**config.mk**
```make
export PLATFORM = sky130hd
export DESIGN_NAME = lsu_mem
export DESIGN_NICKNAME = d
export VERILOG_FILES = /design/src/rtl/lsu_mem.sv
export SDC_FILE = /design/constraint.sdc
export NUM_CORES = 1
export LEC_CHECK = 0
export CAP_MARGIN = 20
export CELL_PAD_IN_SITES_DETAIL_PLACEMENT = 1
export CELL_PAD_IN_SITES_GLOBAL_PLACEMENT = 2
export CORE_ASPECT_RATIO = 0.75
export CORE_MARGIN = 2
export CORE_UTILIZATION = 23
export DETAILED_ROUTE_END_ITERATION = 6
export PLACE_DENSITY_LB_ADDON = 0.1
export SYNTH_ARGS = -nofsm -noshare
export SYNTH_HDL_FRONTEND = slang
export SYNTH_SLANG_ARGS = --single-unit
```
**constraint.sdc**
```tcl
create_clock -name clk -period 2.4 [get_ports clk]
set_clock_uncertainty 0.2 [all_clocks]
set_input_delay 0.24 -clock clk [delete_from_list [all_inputs] [get_ports clk]]
set_output_delay 0.24 -clock clk [all_outputs]
set_load 0.1 [all_outputs]
```
**src/rtl/lsu_mem.sv**
```systemverilog
//==============================================================================
// Module      : lsu_mem
// Description : Load/store unit between the execute and writeback stages.
//               Non-memory results pass straight to writeback with one cycle
//               of latency. LDW/SVW issue a held request on the data-memory
//               port. A wait counter aborts an access that is never
//               acknowledged and signals the abort with a one-cycle err pulse.
// Revision    : 1.0 - initial release
//------------------------------------------------------------------------------
// Parameters
//   TIMEOUT_CYC   : cycles mem_req may stay high without mem_ack (>= 1)
// Optional feature (compile-time macro)
//   LSU_ALIGN_CHK_EN : when defined, a misaligned LDW/SVW (ex_result[1:0]!=0)
//                      is accepted and dropped with an err pulse, and no
//                      memory request is made
// Ports
//   clk, rst_n              : clock, synchronous active-low reset
//   ex_valid / ex_ready     : handshake with the execute stage
//   ex_alu_op               : opcode (`ALO_LDW, `ALO_SVW, others)
//   ex_result               : address for LDW/SVW, final value otherwise
//   ex_store_data           : SVW store data
//   ex_rd_idx               : destination register index
//   mem_req/we/addr/wdata   : data-memory request, held until ack/timeout
//   mem_ack / mem_rdata     : memory completion and read data
//   wb_valid / wb_ready     : handshake with the writeback stage
//   wb_rd_idx / wb_data     : writeback destination and value
//   err                     : one-cycle pulse on an aborted access
//==============================================================================
`default_nettype none

`ifndef OPC_BIT
`define OPC_BIT [5:0]
`endif
`ifndef GPR_BIT
`define GPR_BIT [31:0]
`endif
`ifndef ALO_LDW
`define ALO_LDW 6'h20
`endif
`ifndef ALO_SVW
`define ALO_SVW 6'h21
`endif

module lsu_mem #(
    parameter int unsigned TIMEOUT_CYC = 255
) (
    input  logic          clk,
    input  logic          rst_n,
    input  logic          ex_valid,
    output logic          ex_ready,
    input  logic `OPC_BIT ex_alu_op,
    input  logic `GPR_BIT ex_result,
    input  logic `GPR_BIT ex_store_data,
    input  logic [4:0]    ex_rd_idx,
    output logic          mem_req,
    output logic          mem_we,
    output logic `GPR_BIT mem_addr,
    output logic `GPR_BIT mem_wdata,
    input  logic          mem_ack,
    input  logic `GPR_BIT mem_rdata,
    output logic          wb_valid,
    input  logic          wb_ready,
    output logic [4:0]    wb_rd_idx,
    output logic `GPR_BIT wb_data,
    output logic          err
);

    // Counter value seen in the last permitted un-acked ACCESS cycle; the
    // increment out of that cycle is the one that reaches TIMEOUT_CYC.
    localparam logic [15:0] c_CNT_LAST = 16'(TIMEOUT_CYC - 1);

    typedef enum logic [1:0] {
        S_IDLE   = 2'd0,
        S_ACCESS = 2'd1,
        S_WB     = 2'd2
    } state_t;

    state_t        r_state;
    state_t        w_state_nxt;
    logic [15:0]   r_cnt;
    logic          r_we;
    logic `GPR_BIT r_addr;
    logic `GPR_BIT r_wdata;
    logic `GPR_BIT r_wb_data;
    logic [4:0]    r_rd_idx;
    logic          r_err;

    logic          w_is_mem;
    logic          w_misalign;
    logic          w_start_mem;
    logic          w_start_alu;
    logic          w_done_ld;
    logic          w_timeout;
    logic          w_align_err;

    assign w_is_mem = (ex_alu_op == `ALO_LDW) || (ex_alu_op == `ALO_SVW);

`ifdef LSU_ALIGN_CHK_EN
    assign w_misalign = (ex_result[1:0] != 2'b00);
`else
    assign w_misalign = 1'b0;
`endif

    //--------------------------------------------------------------------------
    // State register
    //--------------------------------------------------------------------------
    always_ff @(posedge clk) begin
        if (!rst_n) begin
            r_state <= S_IDLE;
        end else begin
            r_state <= w_state_nxt;
        end
    end

    //--------------------------------------------------------------------------
    // Next-state and per-cycle event decode
    //--------------------------------------------------------------------------
    always_comb begin
        w_state_nxt = r_state;
        w_start_mem = 1'b0;
        w_start_alu = 1'b0;
        w_done_ld   = 1'b0;
        w_timeout   = 1'b0;
        w_align_err = 1'b0;
        case (r_state)
            S_IDLE: begin
                if (ex_valid) begin
                    if (w_is_mem) begin
                        if (w_misalign) begin
                            // Accepted but dropped; stay in IDLE.
                            w_align_err = 1'b1;
                        end else begin
                            w_start_mem = 1'b1;
                            w_state_nxt = S_ACCESS;
                        end
                    end else begin
                        w_start_alu = 1'b1;
                        w_state_nxt = S_WB;
                    end
                end
            end
            S_ACCESS: begin
                // An ack in the timeout cycle takes priority over the abort.
                if (mem_ack) begin
                    if (r_we) begin
                        w_state_nxt = S_IDLE;
                    end else begin
                        w_done_ld   = 1'b1;
                        w_state_nxt = S_WB;
                    end
                end else if (r_cnt == c_CNT_LAST) begin
                    w_timeout   = 1'b1;
                    w_state_nxt = S_IDLE;
                end
            end
            S_WB: begin
                if (wb_ready) begin
                    w_state_nxt = S_IDLE;
                end
            end
            default: begin
                w_state_nxt = S_IDLE;
            end
        endcase
    end

    //--------------------------------------------------------------------------
    // Datapath registers
    //--------------------------------------------------------------------------
    always_ff @(posedge clk) begin
        if (!rst_n) begin
            r_cnt     <= 16'd0;
            r_we      <= 1'b0;
            r_addr    <= '0;
            r_wdata   <= '0;
            r_wb_data <= '0;
            r_rd_idx  <= 5'd0;
            r_err     <= 1'b0;
        end else begin
            r_err <= w_timeout | w_align_err;

            if (w_start_mem) begin
                r_cnt    <= 16'd0;
                r_we     <= (ex_alu_op == `ALO_SVW);
                r_addr   <= ex_result;
                r_wdata  <= ex_store_data;
                r_rd_idx <= ex_rd_idx;
            end else if ((r_state == S_ACCESS) && !mem_ack) begin
                r_cnt <= r_cnt + 16'd1;
            end

            if (w_start_alu) begin
                r_wb_data <= ex_result;
                r_rd_idx  <= ex_rd_idx;
            end else if (w_done_ld) begin
                r_wb_data <= mem_rdata;
            end
        end
    end

    //--------------------------------------------------------------------------
    // Outputs
    //--------------------------------------------------------------------------
    assign ex_ready  = (r_state == S_IDLE);
    assign mem_req   = (r_state == S_ACCESS);
    assign mem_we    = r_we;
    assign mem_addr  = r_addr;
    assign mem_wdata = r_wdata;
    assign wb_valid  = (r_state == S_WB);
    assign wb_rd_idx = r_rd_idx;
    assign wb_data   = r_wb_data;
    assign err       = r_err;

endmodule

`default_nettype wire

```
==> results of run 1 <==
## power by group through the flow
stage	registers (mW)	clock network (mW)	logic, mW
after floorplan	2.57	0	0.189
after global placement	2.15	0	0.945
after detailed placement	2.15	0	0.952
after CTS	2.11	2.80	0.953
after global routing	2.12	2.90	0.993
final	2.11	2.71	0.944
## placed cells by master, fill, tap and decap left out, drive strengths merged, types with 8 or more instances in the layout
cell             n
a211oi          34
a21oi           76
buf            119
clkbuf          20
clkdlybuf4s50  111
clkinv           8
dfxtp          121
mux2i           32
nand2          146
nor2            47
xnor2            8
## cell usage after synthesis, drive strengths merged
master,count,area share
and3b,1,0.0018
nor3b,3,0.0058
mux2i,32,0.067
dfxtp,121,0.51
nand3,3,0.0031
or3b,1,0.0018
and2b,1,0.0016
clkbuf,20,0.016
a31o,1,0.0018
a41o,1,0.0021
or4,4,0.0078
ha,2,0.0052
nand4b,1,0.0031
buf,20,0.029
nor3,4,0.0042
nand4,6,0.0078
o21ai,6,0.0063
xnor2,8,0.015
a21oi,76,0.079
a211oi,34,0.054
nand2b,1,0.0013
nor2b,2,0.0026
nor4b,1,0.0018
nor2,47,0.037
clkinv,1,0.00078
xor2,1,0.0018
nand2,146,0.11
nor4,2,0.0026
and4,1,0.0018
or3,5,0.0065
inv,3,0.0024
nand4bb,1,0.0058
o2111ai,1,0.0018
## cell families after synthesis
family	count (synthesis)	share of synthesized area
DFF	121	0.5063
AOI/OAI and AO/OA	119	0.1459
xor gates and xnor gates	9	0.01648
buffers and inverters	44	0.04811
adders and majority gates	2	0.005229
muxes	32	0.06695
and+or+nand+nor	230	0.2110
## per-layer routing
metal | GRT usage | part of all wire | vias to the layer above
met3 | 0.06982 | 0.095 | 14
met4 | 0.04676 | 0.011 | 0
li1 | - | - | 2319
met5 | 0 | 0 | -
met2 | 0.2420 | 0.44 | 144
met1 | 0.1979 | 0.46 | 2144
## worst max-delay path, cell delays in order, from the launching register on
cell and delay, ns:
dfxtp_1 0.44, nand4_1 0.25, or4_4 0.62, or3_1 0.32, a21oi_1 0.15
## worst max path at each step
stage / from / to / cells past startpoint
finish: r_cnt[4] / r_cnt[12] / 4
global route: r_cnt[4] / r_cnt[14] / 4
CTS: r_state[1] / r_cnt[12] / 4
detailed placement: mem_ack / r_cnt[15] / 5
global placement: mem_ack / r_cnt[13] / 5
floorplan: mem_we / wb_data[12] / 5
## final cells by class
type	count	area, um^2
Clock buffer	20	446.7
Clock inverter	12	173.9
Fill cell	2331	12720
Inverter	4	16.27
Multi-Input combinational cell	392	2138
Sequential cell	121	2422
Tap cell	282	352.8
Timing Repair Buffer	230	2054
## metrics by stage
step,utilization,worst slack (ns),std cells,cell area [um^2]
CTS,0.3741,0.3574,1061,7605
global placement,0.3436,0.1388,1029,6984
detailed placement,0.3436,0.08743,1029,6984
floorplan,-,0.1991,557,4788
finish,0.3741,0.3411,1061,7605
global route,0.3741,0.2347,1061,7605
## flip-flops by register name, summed over array words and instances, names as in the netlist
signal	cells
mem_addr	32
r_cnt	16
mem_we	1
mem_wdata	32
wb_data	32
wb_rd_idx	5
err	1
r_state	2
==> metrics.txt, run 1 <==
status=finished clean; total power=5.760 mW; DRT Wirelength=16960 um; Core ar.=20330 um^2; Std-Cell Rows=45; fin crit period=2.059 ns; highest net fanout along the worst path=5; vias in the first global route=4789; R2R Setup Slk=0.34 ns; critical path launch point type=register; worst hold path class=in2reg; worst slew pin tran=0.5145 ns; CTS root buf=clkbuf_16; Routed wire per std cell=15.98 um; synth warn=0; Post-DP HPWL=11780 um; ant diodes=0; CTS Buf Count=17; total track usage=0.1569; CTS max path bufs=2; post-synthesis sequential area ratio=0.5063; Critical Path Sink Type=register; largest net degree at the start of global routing=105; Netlist cell types=39; num ports=218; Via Count=4621; Peak Freq=485.7 MHz; Hold Path Sink=mem_wdata[14]; clock share of power=0.470; CTS tree=built; Max Cap Viol=0; layout cell share with drive strength beyond 1=0.2067; die height=128.9 um; fin crit share=0.8579; Slew Viols, Final=0; die width=170.5 um; die area=21980 um^2; Num Clock Sinks=121; Static Leak=2.820 nW; first-pass GRT wire length=26450 um; VDD IR max=0.3883 mV; Mapped Area=4785 um^2; worst reg-to-reg path cell count=4; Avg Cell Area, Syn=8.590 um^2; Routability Congestion=0.7549; Synth Register Bits=121; Starting DRT DRC Count=186; post-synthesis cell count=557; PD cells=757.4 nW/um^2; Comb pwr share=0.164; drt pass-1 iters=4; CTS Hold Bufs=0; initial core utilization=0.2354; H-Tree Depth=4; Worst Setup Path Type=reg2reg; clock-pin slew on the worst setup and hold paths=0.06 ns; Sw Share=0.2813; Sw Pwr=1.620 mW; Critical Path AT=2.20 ns; RR Startpoint=r_cnt[4]; hold slack=0.1773 ns; Hold Crit Start=ex_store_data[14]; drt via density=4.355; DR DRC count=0; sequential share of power=0.366; post-CTS setup buffer count=0; Fin. Hold Viols=0; initial antenna violation count=0; Worst Path Required=2.54 ns; hold path depth=3; PortBufs=217; Final nets=880; Detail Route Antenna Nets=0; unrepaired setup endpoints after global routing=false; clock insertion delay at the later pin of the skew report=0.41 ns; Pint=4.140 mW; post_cts resized=0; Slew HR=0.6570; Fin Setup TNS=0 ns; setup violators final=0; GRT Residual Overflow=0; R2R Path End=r_cnt[12]; syn_nets=671; area grow syn2layout=58.94%
Power figures use the tool's default switching activity.
==> run 2, diff against run 1 <==
- GPL_ROUTABILITY_DRIVEN: default -> 0
==> results of run 2 <==
The final DEF is identical to that of run 1; final timing and power are the same.
